### config.mk
export PLATFORM = sky130hd
export DESIGN_NAME = lsu_axi_ctrl
export DESIGN_NICKNAME = d
export VERILOG_FILES = /design/src/rtl/lsu_axi_ctrl.sv
export SDC_FILE = /design/constraint.sdc
export NUM_CORES = 1
export LEC_CHECK = 0
export ABC_AREA = 1
export BUFFER_PORTS_ARGS = -buffer_cell sky130_fd_sc_hd__buf_2
export CORE_MARGIN = 2
export CORE_UTILIZATION = 50
export CTS_CLUSTER_DIAMETER = 30
export DETAILED_ROUTE_END_ITERATION = 10
export GPL_ROUTABILITY_DRIVEN = 1
export MAX_ROUTING_LAYER = met4
export PLACE_DENSITY_LB_ADDON = 0.2
export SETUP_SLACK_MARGIN = 0.02
export SYNTH_ARGS = -nofsm -noshare
export SYNTH_HDL_FRONTEND = slang
export SYNTH_SLANG_ARGS = --single-unit
### constraint.sdc
create_clock -name clk_i -period 2.3 [get_ports clk_i]
set_clock_uncertainty 0.15 [all_clocks]
set_input_delay 0.345 -clock clk_i [delete_from_list [all_inputs] [get_ports clk_i]]
set_output_delay 0.345 -clock clk_i [all_outputs]
set_load 0.005 [all_outputs]
### src/rtl/lsu_axi_ctrl.sv
// Load/store unit bridging the MEM stage to an AXI4-Lite-style master port.
// Single outstanding transaction; every bus-facing output is registered.
module lsu_axi_ctrl #(
  parameter int AXI_DATA_WIDTH = 64,
  parameter int AXI_ADDR_WIDTH = 32,
  parameter int REG_ADDR_WIDTH = 5
) (
  input  logic                          clk_i,
  input  logic                          rst_ni,
  input  logic                          req_valid_i,
  output logic                          req_ready_o,
  input  logic                          req_we_i,
  input  logic [1:0]                    req_size_i,
  input  logic                          req_unsigned_i,
  input  logic [AXI_ADDR_WIDTH-1:0]     req_addr_i,
  input  logic [AXI_DATA_WIDTH-1:0]     req_wdata_i,
  input  logic [REG_ADDR_WIDTH-1:0]     req_rd_i,
  output logic                          resp_valid_o,
  output logic                          resp_we_o,
  output logic [REG_ADDR_WIDTH-1:0]     resp_rd_o,
  output logic [AXI_DATA_WIDTH-1:0]     resp_rdata_o,
  output logic                          resp_err_o,
  output logic                          busy_o,
  output logic                          aw_valid_o,
  input  logic                          aw_ready_i,
  output logic [AXI_ADDR_WIDTH-1:0]     aw_addr_o,
  output logic                          w_valid_o,
  input  logic                          w_ready_i,
  output logic [AXI_DATA_WIDTH-1:0]     w_data_o,
  output logic [AXI_DATA_WIDTH/8-1:0]   w_strb_o,
  input  logic                          b_valid_i,
  output logic                          b_ready_o,
  input  logic [1:0]                    b_resp_i,
  output logic                          ar_valid_o,
  input  logic                          ar_ready_i,
  output logic [AXI_ADDR_WIDTH-1:0]     ar_addr_o,
  input  logic                          r_valid_i,
  output logic                          r_ready_o,
  input  logic [AXI_DATA_WIDTH-1:0]     r_data_i,
  input  logic [1:0]                    r_resp_i
);

  localparam int StrbW = AXI_DATA_WIDTH / 8;
  localparam int OffW  = $clog2(StrbW);

  typedef enum logic [2:0] {IDLE, WRITE, WRESP, RADDR, RDATA, ERR, RESP} state_t;

  state_t state_q, state_d;

  logic                      reqReady_q, reqReady_d;
  logic                      awValid_q, awValid_d;
  logic                      wValid_q, wValid_d;
  logic                      bReady_q, bReady_d;
  logic                      arValid_q, arValid_d;
  logic                      rReady_q, rReady_d;
  logic [AXI_ADDR_WIDTH-1:0] awAddr_q, awAddr_d;
  logic [AXI_ADDR_WIDTH-1:0] arAddr_q, arAddr_d;
  logic [AXI_DATA_WIDTH-1:0] wData_q, wData_d;
  logic [StrbW-1:0]          wStrb_q, wStrb_d;
  logic [1:0]                size_q, size_d;
  logic                      isUnsigned_q, isUnsigned_d;
  logic [OffW-1:0]           offset_q, offset_d;
  logic [REG_ADDR_WIDTH-1:0] rd_q, rd_d;
  logic                      respValid_q, respValid_d;
  logic                      respWe_q, respWe_d;
  logic                      respErr_q, respErr_d;
  logic [AXI_DATA_WIDTH-1:0] respRdata_q, respRdata_d;
  logic [REG_ADDR_WIDTH-1:0] respRd_q, respRd_d;

  logic [OffW-1:0]           reqOffset;
  logic [2:0]                alignMask;
  logic                      reqBad;
  logic [7:0]                strbByte;
  logic [AXI_ADDR_WIDTH-1:0] alignedAddr;
  logic [AXI_DATA_WIDTH-1:0] loadShifted;
  logic [AXI_DATA_WIDTH-1:0] loadMask;
  logic                      loadSign;
  logic [AXI_DATA_WIDTH-1:0] loadData;

  // Request decode: alignment check, strobe pattern and bus-aligned address.
  always_comb begin
    reqOffset   = req_addr_i[OffW-1:0];
    alignMask   = 3'((4'd1 << req_size_i) - 4'd1);
    reqBad      = (|(req_addr_i[2:0] & alignMask)) ||
                  ((req_size_i == 2'd3) && (AXI_DATA_WIDTH == 32));
    strbByte    = 8'((9'd1 << (4'd1 << req_size_i)) - 9'd1);
    alignedAddr = {req_addr_i[AXI_ADDR_WIDTH-1:OffW], {OffW{1'b0}}};
  end

  // Load path: bring the addressed lane down to bit 0, then truncate and extend.
  always_comb begin
    loadShifted = r_data_i >> {offset_q, 3'b000};
    loadMask    = '1;
    loadSign    = loadShifted[AXI_DATA_WIDTH-1];
    case (size_q)
      2'd0: begin
        loadMask = AXI_DATA_WIDTH'(8'hFF);
        loadSign = loadShifted[7];
      end
      2'd1: begin
        loadMask = AXI_DATA_WIDTH'(16'hFFFF);
        loadSign = loadShifted[15];
      end
      2'd2: begin
        loadMask = AXI_DATA_WIDTH'(32'hFFFF_FFFF);
        loadSign = loadShifted[31];
      end
      default: ;
    endcase
    loadData = (loadShifted & loadMask) |
               ((!isUnsigned_q && loadSign) ? ~loadMask : '0);
  end

  always_comb begin
    state_d      = state_q;
    awValid_d    = awValid_q;
    wValid_d     = wValid_q;
    bReady_d     = bReady_q;
    arValid_d    = arValid_q;
    rReady_d     = rReady_q;
    awAddr_d     = awAddr_q;
    arAddr_d     = arAddr_q;
    wData_d      = wData_q;
    wStrb_d      = wStrb_q;
    size_d       = size_q;
    isUnsigned_d = isUnsigned_q;
    offset_d     = offset_q;
    rd_d         = rd_q;
    respValid_d  = 1'b0;
    respWe_d     = 1'b0;
    respErr_d    = 1'b0;
    respRdata_d  = '0;
    respRd_d     = '0;

    case (state_q)
      IDLE: begin
        if (req_valid_i && reqReady_q) begin
          size_d       = req_size_i;
          isUnsigned_d = req_unsigned_i;
          offset_d     = reqOffset;
          rd_d         = req_rd_i;
          if (reqBad) begin
            state_d = ERR;
          end else if (req_we_i) begin
            state_d   = WRITE;
            awValid_d = 1'b1;
            wValid_d  = 1'b1;
            awAddr_d  = alignedAddr;
            wData_d   = req_wdata_i << {reqOffset, 3'b000};
            wStrb_d   = StrbW'(strbByte) << reqOffset;
          end else begin
            state_d   = RADDR;
            arValid_d = 1'b1;
            arAddr_d  = alignedAddr;
          end
        end
      end
      WRITE: begin
        // AW and W complete independently; leave once neither is outstanding.
        if (awValid_q && aw_ready_i) awValid_d = 1'b0;
        if (wValid_q && w_ready_i) wValid_d = 1'b0;
        if ((!awValid_q || aw_ready_i) && (!wValid_q || w_ready_i)) begin
          state_d  = WRESP;
          bReady_d = 1'b1;
        end
      end
      WRESP: begin
        if (b_valid_i) begin
          bReady_d    = 1'b0;
          state_d     = RESP;
          respValid_d = 1'b1;
          respErr_d   = (b_resp_i != 2'b00);
          respRd_d    = rd_q;
        end
      end
      RADDR: begin
        if (ar_ready_i) begin
          arValid_d = 1'b0;
          rReady_d  = 1'b1;
          state_d   = RDATA;
        end
      end
      RDATA: begin
        if (r_valid_i) begin
          rReady_d    = 1'b0;
          state_d     = RESP;
          respValid_d = 1'b1;
          respErr_d   = (r_resp_i != 2'b00);
          respWe_d    = (r_resp_i == 2'b00);
          respRdata_d = loadData;
          respRd_d    = rd_q;
        end
      end
      ERR: begin
        state_d     = RESP;
        respValid_d = 1'b1;
        respErr_d   = 1'b1;
        respRd_d    = rd_q;
      end
      RESP:    state_d = IDLE;
      default: state_d = IDLE;
    endcase

    // Registered so that req_ready stays low while reset is held.
    reqReady_d = (state_d == IDLE);
  end

  always_ff @(posedge clk_i or negedge rst_ni) begin
    if (!rst_ni) begin
      state_q      <= IDLE;
      reqReady_q   <= 1'b0;
      awValid_q    <= 1'b0;
      wValid_q     <= 1'b0;
      bReady_q     <= 1'b0;
      arValid_q    <= 1'b0;
      rReady_q     <= 1'b0;
      awAddr_q     <= '0;
      arAddr_q     <= '0;
      wData_q      <= '0;
      wStrb_q      <= '0;
      size_q       <= '0;
      isUnsigned_q <= 1'b0;
      offset_q     <= '0;
      rd_q         <= '0;
      respValid_q  <= 1'b0;
      respWe_q     <= 1'b0;
      respErr_q    <= 1'b0;
      respRdata_q  <= '0;
      respRd_q     <= '0;
    end else begin
      state_q      <= state_d;
      reqReady_q   <= reqReady_d;
      awValid_q    <= awValid_d;
      wValid_q     <= wValid_d;
      bReady_q     <= bReady_d;
      arValid_q    <= arValid_d;
      rReady_q     <= rReady_d;
      awAddr_q     <= awAddr_d;
      arAddr_q     <= arAddr_d;
      wData_q      <= wData_d;
      wStrb_q      <= wStrb_d;
      size_q       <= size_d;
      isUnsigned_q <= isUnsigned_d;
      offset_q     <= offset_d;
      rd_q         <= rd_d;
      respValid_q  <= respValid_d;
      respWe_q     <= respWe_d;
      respErr_q    <= respErr_d;
      respRdata_q  <= respRdata_d;
      respRd_q     <= respRd_d;
    end
  end

  assign req_ready_o  = reqReady_q;
  assign busy_o       = (state_q != IDLE) || (req_valid_i && reqReady_q);
  assign aw_valid_o   = awValid_q;
  assign aw_addr_o    = awAddr_q;
  assign w_valid_o    = wValid_q;
  assign w_data_o     = wData_q;
  assign w_strb_o     = wStrb_q;
  assign b_ready_o    = bReady_q;
  assign ar_valid_o   = arValid_q;
  assign ar_addr_o    = arAddr_q;
  assign r_ready_o    = rReady_q;
  assign resp_valid_o = respValid_q;
  assign resp_we_o    = respWe_q;
  assign resp_err_o   = respErr_q;
  assign resp_rdata_o = respRdata_q;
  assign resp_rd_o    = respRd_q;

endmodule

==> results list <==
- Outcome: completed
- Flop-to-flop setup slack: 0.14 ns
* Cell Rows: 55
- Routed vias: 12177
- Leaving out fill and tap cells, the most frequent cell in the layout is nand2_1.
- For the pin with the worst max-slew slack, the measured transition is 0.579 ns.
* Leading post-synthesis cells by cell area: dfrtp_1 48%, nand2_1 15%, o21ai_0 7.6%
- Fin nets: 2103
* Iteration-0 DRC Markers: 1027
* Effective utilization at floorplan: 0.509
* Pin count of the biggest net entering global routing: 100
- HP Start: req_wdata_i[1]
- The share of synthesized area in the top cell type comes to 0.482.
* Pins Over Slew Limit: 0
* Number of nets with antenna violations after detailed routing: 0
* Leakage Power: 8.96 nW
- Data on the critical path arrives at its endpoint at 2.44 ns.
- Min-Delay Path Depth: 3
* Number of sinks handled by clock tree synthesis: 222
- The count of buffers added on input and output ports is 389.
- Number of warnings reported in the yosys synthesis log: 0
- Destination of the worst hold path: w_data_o[1]
- Of the available clock period, the critical path in the final layout requires 0.940.
* FF-to-FF End: ar_addr_o[30]
- The path class of the tightest hold or removal check is input port to flop.
- The worst setup path is captured at a flop.
- In the final layout, the multi-input gates occupy 4940 um^2.
- Fraction of layout instances using a drive strength above 1: 0.293
- Total of fill cells in the finished design: 1825
- After routing the design area is 15900 um^2.
- Dividing the detail-routed via count by the number of cells gives 5.43.
- Root Buffer: clkbuf_16
- Level count of the clock H-tree: 2
- Yosys reg bits: 222
- Post-Route WL: 40300 um
- Final number of hold-violating endpoints: 0
* Fmax: 463 MHz
- Drt pass-1 iters: 5
- For this run, design rule violations remaining after detail routing come to 0.
- Detailed placement finished with a half-perimeter wire length of 28100 um.
* Aggregate global routing overflow: 0
- Worst hold margin: 0.00652 ns
- For the worst-skew pair, the clock arrives at the later sink with an insertion delay of 0.54 ns.
- In this run the worst setup path begins at state_q[1].
- The die is 156 um wide.
* Antenna violations before repair: 3
* GR Util All Layers: 0.338
* Die outline height: 156 um
- Each instance of the synthesized netlist takes up on average 7.79 um^2.
- Clock-pin slew was measured on the worst setup and hold paths at 0.06 ns.
- Critical R2R Launch: state_q[1]
- Dividing the detail-routed wire length by the instance count gives 18.0 um.
- During I/O placement, the number of pins put on the boundary was 396.
- From synthesis to final layout, the design area changed by 37.5%.
- The worst setup path is of the flop to flop kind.
* Number of enable-type register cells in the synthesized netlist: 0
- In this run the power density over the cells is 1190 nW/um^2.
- Biggest area consumer among synthesized cells: dfrtp_1
- Most common flop cell mapped by yosys: dfrtp_1
* RePlAce Congestion: 0.919
- TritonCTS built the clock tree.
- Commonest cells after routing, fill and taps aside: 468 x nand2_1, 388 x buf_2, 221 x dfrtp_1
- The number of different library cells used by synthesis comes to 43.
- Across the whole layout, storage elements account for 5560 um^2.
- STA puts the critical path data required time at 2.58 ns.
* Register area share after synthesis: 0.482
- The worst-case IR drop observed on VDD is 0.611 mV.
- Share of flip-flops with an asynchronous set or reset: 1.00
- The core region is 22600 um^2.
- Max-cap violations in this run came to 0.
* Final count of negative-setup-slack endpoints: 0
* Total setup buffers inserted after CTS: 0
- First-pass GRT wire length: 62400 um
* Max Buffers Root-to-Sink: 3
- STA classifies the critical path startpoint as a flop.
* Post-Syn Area: 11500 um^2
- TritonCTS created 45 clock buffers.
- The floorplan step defined a die boundary enclosing 24300 um^2.
- R2R cell count: 9
- Of all nets on the critical path, the largest fanout is 30.
* Via count of the first global-routing pass: 11935
* Max-Slew Margin vs Limit: 0.610
- Post-place instance area: 13800 um^2
- Setup repair after global routing missed its margin: no
* Gate count of the mapped netlist: 1481
- Subtracting the final worst setup slack from the clock period gives 2.16 ns.
worst max-delay path: stages (launching register included):
cell and delay (ns):
dfrtp_1 0.40, nor2_2 0.20, nand2_1 0.14, inv_2 0.08, nand2_1 0.08, inv_2 0.10
buf_4 0.21, nand3_2 0.18, buf_12 0.22, o21ai_0 0.29
area by class of cell:
class | count | area share
tap | 285 | 0.0225
timing repair buffer | 488 | 0.188
antenna | 3 | 0.000474
sequential | 222 | 0.351
multi-input combinational | 1036 | 0.312
inverter | 126 | 0.0298
clock buffer | 50 | 0.0747
clock inverter | 33 | 0.0224
through the flow:
stage | utilization | power (mW) | cells | TNS [ns] | worst slack (ns)
finish | 0.700 | 18.8 | 2243 | 0 | 0.139
global route | 0.700 | 19.9 | 2243 | 0 | 0.0318
CTS | 0.699 | 18.8 | 2240 | 0 | 0.184
detailed placement | 0.609 | 12.2 | 2107 | -0.0209 | -0.0209
global placement | 0.609 | 12.0 | 2107 | 0 | 0.107
floorplan | - | 9.42 | 1486 | 0 | 0.482
power breakdown:
part	internal, mW	total (mW)	switching, mW
logic	2.48	6.50	4.02
registers	5.15	5.86	0.707
clock network	4.14	6.46	2.32
worst max path at each step:
stage | end | slack, ns
floorplan | aw_addr_o[24] | 0.48
global placement | w_data_o[52] | 0.11
detailed placement | w_strb_o[2] | -0.02
CTS | w_strb_o[2] | 0.18
global route | resp_rdata_o[11] | 0.03
finish | ar_addr_o[30] | 0.14
registers in the layout, indices dropped and copies added (netlist names):
signal,flops
offset_q,3
size_q,2
ar_addr_o,29
ar_valid_o,1
resp_rdata_o,64
aw_valid_o,1
resp_we_o,1
aw_addr_o,29
w_data_o,64
resp_rd_o,5
req_ready_o,1
rd_q,5
w_valid_o,1
resp_valid_o,1
isUnsigned_q,1
b_ready_o,1
w_strb_o,8
state_q,3
r_ready_o,1
resp_err_o,1
cells by family after synthesis:
| kind of cell | after synthesis | synth area share |
|---|---|---|
| adders and majority gates | 3 | 0.00326 |
| DFF | 222 | 0.482 |
| other | 1 | 0.000325 |
| and+or+nand+nor | 648 | 0.226 |
| xor gates and xnor gates | 1 | 0.000760 |
| muxes | 13 | 0.0113 |
| AOI/OAI and AO/OA | 365 | 0.185 |
| buffers and inverters | 228 | 0.0919 |
what timing repair did:
action	CTS	global route
hold buffers	50	0
gates resized for setup	0	1
endpoints found under the hold margin	139	0
endpoints found under the setup margin	0	1
Yosys cell counts (7+ instances only):
cell type  count
o21ai_0      176
o31ai_1       13
mux2i_1       13
buf_4         11
o21ai_2       23
inv_1        116
buf_2         16
o22ai_1       11
inv_2          8
clkbuf_1      49
buf_6         19
nand3_1       50
buf_1          7
o2111ai_1     16
a22oi_1        8
nor2_1       100
dfrtp_1      222
a21oi_1       75
nand2_1      468
o21ai_1       12
o211ai_1       8
metal layers:
metal / GRT usage / part of all wire / up-vias
met5: - / 0 / -
met4: 0.166 / 0.051 / 0
met3: 0.0669 / 0.084 / 141
met2: 0.556 / 0.49 / 683
met1: 0.398 / 0.38 / 5647
li1: - / - / 5706
(Power assumes the default switching activity.)
